$ cat config.mk
export PLATFORM = sky130hd
export DESIGN_NAME = add_unit_arbiter
export DESIGN_NICKNAME = d
export VERILOG_FILES = /design/src/rtl/add_unit_arbiter_pkg.sv /design/src/rtl/add_unit_arbiter_cla.sv /design/src/rtl/add_unit_arbiter.sv
export SDC_FILE = /design/constraint.sdc
export NUM_CORES = 1
export LEC_CHECK = 0
export BUFFER_PORTS_ARGS = -buffer_cell sky130_fd_sc_hd__buf_2
export CAP_MARGIN = 5
export CELL_PAD_IN_SITES_DETAIL_PLACEMENT = 1
export CELL_PAD_IN_SITES_GLOBAL_PLACEMENT = 1
export CORE_ASPECT_RATIO = 1.75
export CORE_MARGIN = 4
export CORE_UTILIZATION = 35
export CTS_BUF_LIST = sky130_fd_sc_hd__clkbuf_2
export DETAILED_ROUTE_END_ITERATION = 12
export GPL_TIMING_DRIVEN = 0
export PLACE_DENSITY = 0.81
export SETUP_SLACK_MARGIN = 0.02
export SYNTH_ARGS = -nofsm -noshare
export SYNTH_HDL_FRONTEND = slang
export SYNTH_HIERARCHICAL = 1
export SYNTH_SLANG_ARGS = --single-unit
export TNS_END_PERCENT = 50
$ cat constraint.sdc
create_clock -name clk -period 2.65 [get_ports clk]
set_input_delay 0.6625 -clock clk [delete_from_list [all_inputs] [get_ports clk]]
set_output_delay 0.6625 -clock clk [all_outputs]
set_load 0.05 [all_outputs]
$ cat src/rtl/add_unit_arbiter_pkg.sv
// Shared definitions for the add_unit_arbiter slice.
//   OPW       : operand width of the shared adder
//   RESW      : result width (operand width plus carry-out)
//   DEF_NREQ  : default number of requesters
//   DEF_TAGW  : default destination tag width
//   carry_out : rebuilds the adder carry-out from the top operand bits and
//               the top sum bit, so the adder itself only needs a 16-bit sum.
package add_unit_arbiter_pkg;

    localparam int OPW      = 16;
    localparam int RESW     = 17;
    localparam int DEF_NREQ = 4;
    localparam int DEF_TAGW = 4;

    // Both MSBs set always carries. With exactly one MSB set, the sum bit is
    // the inverse of the carry into bit 15, and that carry is also the
    // carry-out.
    function automatic logic carry_out(input logic a15, input logic b15, input logic s15);
        return (a15 & b15) | ((a15 ^ b15) & ~s15);
    endfunction

endpackage

$ cat src/rtl/add_unit_arbiter_cla.sv
// 16-bit carry-lookahead adder (no carry-in; carry-out is rebuilt by the caller).
// Ports:
//   a   in  16  operand A
//   b   in  16  operand B
//   sum out 16  (a + b) mod 2^16
// Built from 4-bit lookahead groups. Each group's carry-in comes from the
// previous group's generate/propagate terms.
module add_unit_arbiter_cla
    import add_unit_arbiter_pkg::*;
(
    input  logic [OPW-1:0] a,
    input  logic [OPW-1:0] b,
    output logic [OPW-1:0] sum
);

    localparam int GRPW = 4;
    localparam int NGRP = OPW / GRPW;

    logic [OPW-1:0]  g;
    logic [OPW-1:0]  p;
    logic [OPW-1:0]  c;
    logic [NGRP-1:0] grp_cin;

    assign g = a & b;
    assign p = a ^ b;
    assign grp_cin[0] = 1'b0;

    generate
        for (genvar gi = 0; gi < NGRP; gi++) begin : g_grp
            localparam int B = gi * GRPW;

            // Bit carries inside the group, fully expanded from the group carry-in.
            assign c[B]     = grp_cin[gi];
            assign c[B + 1] = g[B] | (p[B] & grp_cin[gi]);
            assign c[B + 2] = g[B + 1] | (p[B + 1] & g[B])
                            | (p[B + 1] & p[B] & grp_cin[gi]);
            assign c[B + 3] = g[B + 2] | (p[B + 2] & g[B + 1])
                            | (p[B + 2] & p[B + 1] & g[B])
                            | (p[B + 2] & p[B + 1] & p[B] & grp_cin[gi]);

            // The last group's carry-out is not needed here.
            if (gi < NGRP - 1) begin : g_next
                logic grp_g;
                logic grp_p;
                assign grp_g = g[B + 3] | (p[B + 3] & g[B + 2])
                             | (p[B + 3] & p[B + 2] & g[B + 1])
                             | (p[B + 3] & p[B + 2] & p[B + 1] & g[B]);
                assign grp_p = &p[B +: GRPW];
                assign grp_cin[gi + 1] = grp_g | (grp_p & grp_cin[gi]);
            end
        end
    endgenerate

    assign sum = p ^ c;

endmodule

$ cat src/rtl/add_unit_arbiter.sv
// Round-robin arbiter in front of one shared 16-bit adder, with a two-stage
// pipeline: an issue register, then a result register.
// Ports:
//   clk, rst   clock; synchronous active-high reset
//   req_valid  [NREQ]       per-requester request
//   req_ready  [NREQ]       one-hot grant (a transfer is valid & ready)
//   req_a/b    [NREQ*16]    operands, requester i at [16i+15:16i]
//   req_tag    [NREQ*TAGW]  destination tags, same packing
//   res_valid/res_ready     result handshake
//   res_sum    [17]         a+b, bit 16 is the carry-out
//   res_tag    [TAGW]       tag of the result
//   res_src    [SRCW]       index of the issuing requester
//   busy                    either pipeline stage occupied
module add_unit_arbiter
    import add_unit_arbiter_pkg::*;
#(
    parameter int NREQ = DEF_NREQ,
    parameter int TAGW = DEF_TAGW,
    parameter int SRCW = 2
) (
    input  logic                 clk,
    input  logic                 rst,
    input  logic [NREQ-1:0]      req_valid,
    output logic [NREQ-1:0]      req_ready,
    input  logic [NREQ*OPW-1:0]  req_a,
    input  logic [NREQ*OPW-1:0]  req_b,
    input  logic [NREQ*TAGW-1:0] req_tag,
    output logic                 res_valid,
    input  logic                 res_ready,
    output logic [RESW-1:0]      res_sum,
    output logic [TAGW-1:0]      res_tag,
    output logic [SRCW-1:0]      res_src,
    output logic                 busy
);

    // Unpacked views of the packed request buses.
    logic [OPW-1:0]  a_arr   [NREQ];
    logic [OPW-1:0]  b_arr   [NREQ];
    logic [TAGW-1:0] tag_arr [NREQ];

    generate
        for (genvar gi = 0; gi < NREQ; gi++) begin : g_unpack
            assign a_arr[gi]   = req_a[gi*OPW +: OPW];
            assign b_arr[gi]   = req_b[gi*OPW +: OPW];
            assign tag_arr[gi] = req_tag[gi*TAGW +: TAGW];
        end
    endgenerate

    // Pipeline state
    logic [SRCW-1:0] ptr_reg;
    logic [SRCW-1:0] ptr_next;
    logic            s1_valid_reg;
    logic [OPW-1:0]  s1_a_reg;
    logic [OPW-1:0]  s1_b_reg;
    logic [TAGW-1:0] s1_tag_reg;
    logic [SRCW-1:0] s1_src_reg;
    logic            res_valid_reg;
    logic [RESW-1:0] res_sum_reg;
    logic [TAGW-1:0] res_tag_reg;
    logic [SRCW-1:0] res_src_reg;

    // Flow control
    logic stall2;
    logic adv1;
    logic can_issue;

    assign stall2    = res_valid_reg & ~res_ready;
    assign adv1      = s1_valid_reg & ~stall2;
    assign can_issue = ~s1_valid_reg | adv1;

    // Round-robin search. Two lowest-index searches are done in one pass:
    // one over requests at or above the pointer, and one over all requests.
    // The first search wins if it finds anything. Otherwise the second
    // search gives the wrap-around choice.
    logic            hi_found;
    logic            lo_found;
    logic [SRCW-1:0] hi_idx;
    logic [SRCW-1:0] lo_idx;
    logic [SRCW-1:0] gnt_idx;
    logic            gnt_valid;

    always_comb begin
        hi_found = 1'b0;
        lo_found = 1'b0;
        hi_idx   = '0;
        lo_idx   = '0;
        for (int i = NREQ - 1; i >= 0; i--) begin
            if (req_valid[i]) begin
                lo_found = 1'b1;
                lo_idx   = SRCW'(i);
                if (SRCW'(i) >= ptr_reg) begin
                    hi_found = 1'b1;
                    hi_idx   = SRCW'(i);
                end
            end
        end
    end

    assign gnt_idx   = hi_found ? hi_idx : lo_idx;
    // A grant is only ever given to a valid requester, so a grant is a transfer.
    assign gnt_valid = (hi_found | lo_found) & can_issue & ~rst;

    always_comb begin
        req_ready = '0;
        if (gnt_valid) begin
            req_ready[gnt_idx] = 1'b1;
        end
    end

    always_comb begin
        ptr_next = ptr_reg;
        if (gnt_valid) begin
            ptr_next = (gnt_idx == SRCW'(NREQ - 1)) ? '0 : gnt_idx + 1'b1;
        end
    end

    // Shared adder between the stages.
    logic [OPW-1:0]  cla_sum;
    logic [RESW-1:0] sum_full;

    add_unit_arbiter_cla u_cla (
        .a   (s1_a_reg),
        .b   (s1_b_reg),
        .sum (cla_sum)
    );

    assign sum_full = {carry_out(s1_a_reg[OPW-1], s1_b_reg[OPW-1], cla_sum[OPW-1]), cla_sum};

    always_ff @(posedge clk) begin
        if (rst) begin
            ptr_reg       <= '0;
            s1_valid_reg  <= 1'b0;
            s1_a_reg      <= '0;
            s1_b_reg      <= '0;
            s1_tag_reg    <= '0;
            s1_src_reg    <= '0;
            res_valid_reg <= 1'b0;
            res_sum_reg   <= '0;
            res_tag_reg   <= '0;
            res_src_reg   <= '0;
        end else begin
            ptr_reg <= ptr_next;

            if (gnt_valid) begin
                s1_valid_reg <= 1'b1;
                s1_a_reg     <= a_arr[gnt_idx];
                s1_b_reg     <= b_arr[gnt_idx];
                s1_tag_reg   <= tag_arr[gnt_idx];
                s1_src_reg   <= gnt_idx;
            end else if (adv1) begin
                s1_valid_reg <= 1'b0;
            end

            // Stage-2 data only changes on adv1, so it holds while stalled.
            if (adv1) begin
                res_valid_reg <= 1'b1;
                res_sum_reg   <= sum_full;
                res_tag_reg   <= s1_tag_reg;
                res_src_reg   <= s1_src_reg;
            end else if (res_valid_reg & res_ready) begin
                res_valid_reg <= 1'b0;
            end
        end
    end

    assign res_valid = res_valid_reg;
    assign res_sum   = res_sum_reg;
    assign res_tag   = res_tag_reg;
    assign res_src   = res_src_reg;
    assign busy      = s1_valid_reg | res_valid_reg;

endmodule

* After elaboration in Yosys (flattened, before gate mapping) *
Cells that the tools add are included.

word-level totals
  register bits = 65
  output and inout port bits = 29

cells by class
  $add $sub $neg = 1
  order comparisons = 7
  equal/unequal tests = 1
  multiplexer cells = 42
  bitwise gates (word level) = 101
  reductions and logical operators = 5

operator list
  operator                                                            count
  binary-select mux 16 bit (select 2 bit)                             2
  2-to-1 mux 16 bit                                                   4
  bitwise AND 1 bit                                                   55
  OR 1 bit                                                            36
  XOR 16 bit                                                          2
  2-to-1 mux 2 bit                                                    14
  2-to-1 mux 1 bit                                                    17
  bitwise AND 15 bit                                                  1
  2-to-1 mux 4 bit                                                    3
  binary-select mux 4 bit (select 2 bit)                              1
  AND reduction 4 bit                                                 2
  NOT 1 bit                                                           5
  greater-or-equal comparator 1 x 2 -> 1 bit (first input constant)   2
  greater-or-equal comparator 2 bit (first input constant)            2
  nonzero test 2 bit                                                  2
  greater-or-equal comparator 3 bit (second input constant)           1
  < comparator 2 x 3 -> 1 bit (second input constant)                 1
  NOT 2 -> 3 bit                                                      1
  adder 2 x 1 -> 2 bit (second input constant)                        1
  demux 1 bit (select 2 bit)                                          1
  equality test 2 bit (second input constant)                         1
  greater-or-equal comparator 2 x 1 -> 1 bit (second input constant)  1
  logical AND 1 bit                                                   1
  XOR 1 bit                                                           1

* Depth between registers and ports, before layout *
  depth in word-level cells = 15
  mapped depth = 10
  gate-level depth less buffers = 9

* Hierarchy *
Netlist, hierarchy kept.

by module, submodules not included
  module                times used  cells an instance  area each (um^2)  seq. area each (um^2)
  add_unit_arbiter      1           439                3565.9            1301.2
  add_unit_arbiter_cla  1           73                 660.6             0.0

* Worst setup path before layout *
OpenSTA, ideal clock, no wires.

  path type = in2out
  start point = input port req_valid[0]
  end point = output port req_ready[2]
  arrival = 2.083 ns
  data required time = 1.987 ns
  slack = -0.096 ns
  stages = 8
  cell sequence = nor2b_1 -> o21bai_2 -> nand2_4 -> inv_2 -> buf_6 -> buf_6 -> ha_1 -> and2_1

between the ends
  cells in the longest elaborated chain, start to end = 7
  elaborated cells between the ends (all ways) = 14
  classes of those cells = order compare: 2; mux: 8; bitwise: 3; reduce/logical: 1

RTL lines
  item                                                                                                             line                     text
  start, declared                                                                                                  add_unit_arbiter.sv:23   input logic [NREQ-1:0] req_valid,
  2-to-1 mux 2 bit or 2-to-1 mux 1 bit (tied branches)                                                             add_unit_arbiter.sv:88   if (req_valid[i]) begin
  2-to-1 mux 2 bit *                                                                                               add_unit_arbiter.sv:99   assign gnt_idx = hi_found ? hi_idx : lo_idx;
  named net gnt_idx[1]                                                                                             add_unit_arbiter.sv:79   logic [SRCW-1:0] gnt_idx;
  < comparator 2 x 3 -> 1 bit (implied by the code) or greater-or-equal comparator 2 x 1 -> 1 bit (tied branches)  add_unit_arbiter.sv:106  req_ready[gnt_idx] = 1'b1;
  logical AND 1 bit (implied by the code)                                                                          add_unit_arbiter.sv:106
  2-to-1 mux 1 bit (implied by the code)                                                                           add_unit_arbiter.sv:106
  demux 1 bit (select 2 bit) *                                                                                     add_unit_arbiter.sv:106
  2-to-1 mux 4 bit *                                                                                               add_unit_arbiter.sv:105  if (gnt_valid) begin
  end, declared                                                                                                    add_unit_arbiter.sv:24   output logic [NREQ-1:0] req_ready,

Mark *: on every way through the listed nets, which the timed path passes. The rest lies on a longest branch.

* Worst setup path in the final report *
  start point = input port req_valid[1]
  end point = output port req_ready[1]

between the ends
  cells in the longest elaborated chain, start to end = 9
  elaborated cells between the ends (all ways) = 20
  classes of those cells = order compare: 2; mux: 14; bitwise: 3; reduce/logical: 1

RTL lines
  item                                                                                                             line                     text
  2-to-1 mux 2 bit or 2-to-1 mux 1 bit (tied branches)                                                             add_unit_arbiter.sv:88
  2-to-1 mux 2 bit or 2-to-1 mux 1 bit (tied branches)                                                             add_unit_arbiter.sv:91   if (SRCW'(i) >= ptr_reg) begin
  2-to-1 mux 2 bit or 2-to-1 mux 1 bit (tied branches)                                                             add_unit_arbiter.sv:88
  2-to-1 mux 2 bit                                                                                                 add_unit_arbiter.sv:99
  < comparator 2 x 3 -> 1 bit (implied by the code) or greater-or-equal comparator 2 x 1 -> 1 bit (tied branches)  add_unit_arbiter.sv:106
  logical AND 1 bit (implied by the code)                                                                          add_unit_arbiter.sv:106
  2-to-1 mux 1 bit (implied by the code)                                                                           add_unit_arbiter.sv:106
  demux 1 bit (select 2 bit)                                                                                       add_unit_arbiter.sv:106
  2-to-1 mux 4 bit *                                                                                               add_unit_arbiter.sv:105

Every way passes the cells marked *; elsewhere a longest branch is shown, timed or not.

==> impl_metrics.xml <==
<?xml version="1.0" encoding="UTF-8"?>
<metrics>
  <group name="synthesis">
    <metric name="synth_sequential_area_ratio" unit="">0.308</metric>
    <metric name="postSynth.topFlopCell" unit="">sky130_fd_sc_hd__dfxtp_1</metric>
    <metric name="synth-edff-count" unit="">0</metric>
    <metric name="synth.yosys.warnings" unit="">6</metric>
    <metric name="synth.ff_latch_count" unit="">65</metric>
    <metric name="mappedNetlistArea" unit="sq um">4230</metric>
    <metric name="postSynthAreaPerCell" unit="sq um">8.25</metric>
    <metric name="synth_cell_type_count" unit="">56</metric>
    <metric name="share_of_async_settable_or_async_resettable_flops_after_synthesis" unit="">0</metric>
    <metric name="synthesis.instances" unit="">512</metric>
    <metric name="syn_nets" unit="">687</metric>
  </group>
  <group name="setup_path">
    <metric name="worst_setup_path_end_kind" unit="">output port</metric>
    <metric name="critPathLaunch" unit="">req_valid[1]</metric>
    <metric name="critical_path_start_type" unit="">primary input</metric>
    <metric name="cpLargestDelayFamily" unit="">simple AND/OR/NAND/NOR gates</metric>
    <metric name="cp_data_arrival_time" unit="ps">1970</metric>
    <metric name="worstPathBufferInverterCount" unit="">3</metric>
    <metric name="worst-r2r-setup-slack" unit="ps">150</metric>
    <metric name="worst-path-max-fanout" unit="">4</metric>
    <metric name="worst_ep_required_time" unit="ps">1990</metric>
    <metric name="timing.critical_path.slowest_cell_delay" unit="ps">290</metric>
    <metric name="crit_path_class" unit="">primary input to output port</metric>
    <metric name="reg2reg_from" unit="">s1_a_reg[9]</metric>
    <metric name="crit_path_top_delay_cell" unit="">sky130_fd_sc_hd__nor2b_1</metric>
    <metric name="worstPathCellList" unit="">buf_2 &gt; nor2b_1 &gt; a211o_1 &gt; nand2_4 &gt; buf_6 &gt; ha_4 &gt; and2_4 &gt; buf_8</metric>
  </group>
  <group name="sta">
    <metric name="rsz0062_at_grt" unit="">yes</metric>
    <metric name="timing.final.hold_violations" unit="">0</metric>
    <metric name="final_period_minus_worst_setup_slack" unit="ps">2640</metric>
    <metric name="final.setup.worst_slack" unit="ps">14.9</metric>
    <metric name="fmax" unit="GHz">0.379</metric>
    <metric name="final-setup-viol-count" unit="">0</metric>
    <metric name="slew_violations" unit="">0</metric>
    <metric name="period_share" unit="">0.994</metric>
    <metric name="relSlewSlack" unit="">0.566</metric>
    <metric name="skew" unit="ps">20.7</metric>
    <metric name="worst_pin_slew" unit="ps">652</metric>
  </group>
  <group name="floorplanning">
    <metric name="floorplan.initialDensity" unit="">0.361</metric>
    <metric name="num_rows" unit="">52</metric>
    <metric name="die_ar" unit="sq um">14000</metric>
    <metric name="floorplan.die.height" unit="um">153</metric>
    <metric name="io_pins" unit="">180</metric>
    <metric name="die_w" unit="um">91.1</metric>
    <metric name="core_region_area" unit="sq um">11700</metric>
  </group>
  <group name="detailed_routing">
    <metric name="residual_drc_count" unit="">0</metric>
    <metric name="post_drt_wl_per_cell" unit="um">18.8</metric>
    <metric name="drt.antenna.violating_nets" unit="">0</metric>
    <metric name="detailedRoute.firstPassIterationCount" unit="">4</metric>
    <metric name="drt-total-wl" unit="um">16000</metric>
    <metric name="first_iter_violations" unit="">148</metric>
    <metric name="route.detailed.vias_per_inst" unit="">5.40</metric>
    <metric name="detailroute.via_count" unit="">4613</metric>
  </group>
  <group name="global_routing">
    <metric name="grt_remaining_overflow" unit="">0</metric>
    <metric name="grt.total_usage" unit="">0.222</metric>
    <metric name="grt_antenna_before_repair" unit="">1</metric>
    <metric name="global_route_wire_length_before_repair" unit="um">24400</metric>
    <metric name="grt_start_max_net_pins" unit="">11</metric>
    <metric name="vias_in_the_first_global_route" unit="">5033</metric>
  </group>
  <group name="min_path">
    <metric name="holdCritStartpoint" unit="">req_tag[5]</metric>
    <metric name="worst_hold_path_type" unit="">primary input to flip-flop</metric>
  </group>
  <group name="layout">
    <metric name="largest_register_ffs" unit="">17</metric>
    <metric name="final_nets" unit="">888</metric>
    <metric name="area_growth" unit="%">34.3</metric>
    <metric name="drive_above_1_share" unit="">0.352</metric>
    <metric name="final_area" unit="sq um">5680</metric>
  </group>
  <group name="status">
    <metric name="run_status" unit="">completed</metric>
  </group>
  <group name="clock_network">
    <metric name="number_of_buffers_inserted_for_hold_repair_after_clock_tree_synthesis" unit="">0</metric>
    <metric name="cts_tree" unit="">done</metric>
    <metric name="htree_num_levels" unit="">3</metric>
    <metric name="cts.sinks" unit="">65</metric>
    <metric name="worstSkewPairLatency" unit="ps">550</metric>
    <metric name="clk_pin_slew" unit="ps">170</metric>
    <metric name="tritoncts.num_buffers" unit="">9</metric>
    <metric name="clock-root-buffer" unit="">sky130_fd_sc_hd__clkbuf_2</metric>
    <metric name="clockBufferDepth" unit="">2</metric>
  </group>
  <group name="power">
    <metric name="powerDensity" unit="nW/um^2">641</metric>
    <metric name="vdd_ir_drop_max" unit="V">0.000246</metric>
    <metric name="cellLeakagePower" unit="uW">0.00271</metric>
  </group>
  <group name="run">
    <metric name="max_cap_viol_count" unit="">0</metric>
  </group>
  <group name="placement">
    <metric name="port_buffers" unit="">179</metric>
    <metric name="routability_driven_placement_congestion_ratio" unit="">0.796</metric>
    <metric name="dpl_worst_slack" unit="ps">-682</metric>
    <metric name="post-dp-hpwl" unit="um">12900</metric>
    <metric name="postPlaceCellArea" unit="sq um">5300</metric>
  </group>
</metrics>
-- final timing paths --
path,endpoint,depth (start not counted)
min reg2reg,res_tag[3],2
min,s1_tag_reg[1],3
max,req_ready[1],8
max reg2reg,res_sum[13],9
-- cells in the mapped netlist, types with 2 or more instances --
master                     number  share of area
sky130_fd_sc_hd__fa_1           4          0.019
sky130_fd_sc_hd__nor2b_1        6         0.0089
sky130_fd_sc_hd__ha_1          20          0.059
sky130_fd_sc_hd__xor2_1         6          0.012
sky130_fd_sc_hd__nand2b_1       2         0.0030
sky130_fd_sc_hd__mux2i_1       36          0.085
sky130_fd_sc_hd__inv_1          7         0.0062
sky130_fd_sc_hd__and3_1        37          0.055
sky130_fd_sc_hd__a21boi_0      36          0.064
sky130_fd_sc_hd__and2_1         5         0.0074
sky130_fd_sc_hd__nor3_1         4         0.0047
sky130_fd_sc_hd__dfxtp_1       65           0.31
sky130_fd_sc_hd__o21ai_1        7         0.0083
sky130_fd_sc_hd__o211ai_1      36          0.064
sky130_fd_sc_hd__buf_2          9          0.011
sky130_fd_sc_hd__xnor2_1        4         0.0083
sky130_fd_sc_hd__nand2_1       91          0.081
sky130_fd_sc_hd__buf_6          4          0.011
sky130_fd_sc_hd__o21bai_1       3         0.0053
sky130_fd_sc_hd__o21ai_0       32          0.038
sky130_fd_sc_hd__nor2_1         6         0.0053
sky130_fd_sc_hd__a21o_1         3         0.0053
sky130_fd_sc_hd__clkbuf_2       2         0.0024
sky130_fd_sc_hd__a31oi_1        2         0.0030
sky130_fd_sc_hd__clkbuf_1      21          0.019
sky130_fd_sc_hd__a21oi_1       34          0.040
-- cell families after synthesis --
kind of cell	count (synthesis)	share of synthesized area
XOR/XNOR	10	0.0207
AO/OA/AOI/OAI	168	0.268
AND/OR/NAND/NOR	164	0.190
adder cells (fa/ha/maj)	24	0.0782
buffers and inverters	45	0.0503
flip-flops	65	0.308
multiplexers	36	0.0853
-- cell usage in the layout, fill, tap and decap left out, drive strengths merged, types with 5 or more instances in the layout --
| cell | Yosys | routed |
|---|---|---|
| buf | 14 | 203 |
| xor2 | 6 | 6 |
| nor2 | 7 | 7 |
| mux2i | 36 | 36 |
| a21oi | 35 | 35 |
| and2 | 5 | 5 |
| inv | 8 | 8 |
| ha | 20 | 20 |
| nor2b | 6 | 6 |
| and3 | 38 | 38 |
| clkbuf | 23 | 35 |
| a21boi | 36 | 36 |
| nand2 | 93 | 93 |
| o211ai | 36 | 36 |
| o21ai | 39 | 39 |
| dfxtp | 65 | 65 |
-- report_power, final --
group	switching (uW)	total (uW)	internal, uW	leakage (uW)
registers	143	1300	1160	0.000537
logic	1040	1760	720	0.00210
clock network	356	580	224	0.0000734
-- per-layer routing --
metal | vias up | GRT usage | part of all wire
met5 | - | 0 | 0
met4 | 0 | 0.124 | 0.047
met3 | 39 | 0.0339 | 0.041
met2 | 152 | 0.449 | 0.57
met1 | 2181 | 0.204 | 0.34
li1 | 2241 | - | -
-- layout make-up --
cell class	count	area [sq um]
fill	1511	6030
multi-input combinational	402	2820
sequential	65	1310
timing repair buffer	194	1090
tap	135	169
buffer	33	144
clock buffer	12	60.1
clock inverter	4	43.8
inverter	8	37.5
antenna	1	2.50
-- tightest hold or removal path: cells and delay by family --
family	cells	cell delay [ps]
AO/OA/AOI/OAI	1	140
buffers and inverters	1	70
multiplexers	1	60
-- timing repair --
| item | in CTS | in global routing |
|---|---|---|
| gates cloned | 1 | 0 |
| resized for setup | 34 | 13 |
| pin swaps | 3 | 6 |
| buffers inserted | 9 | 5 |
| endpoints found under the setup margin | 4 | 4 |
-- metrics by stage --
stage	util	total power, uW	std cells	hold WS, ps	TNS (ps)
floorplan	-	2380	512	432	0
global placement	0.452	2820	826	443	-1470
detailed placement	0.452	2900	826	451	-1690
CTS	0.479	3610	851	398	-335
global route	0.485	3870	854	398	-115
finish	0.485	3640	854	407	0
Note: power is estimated with default switching activity, not from simulation.
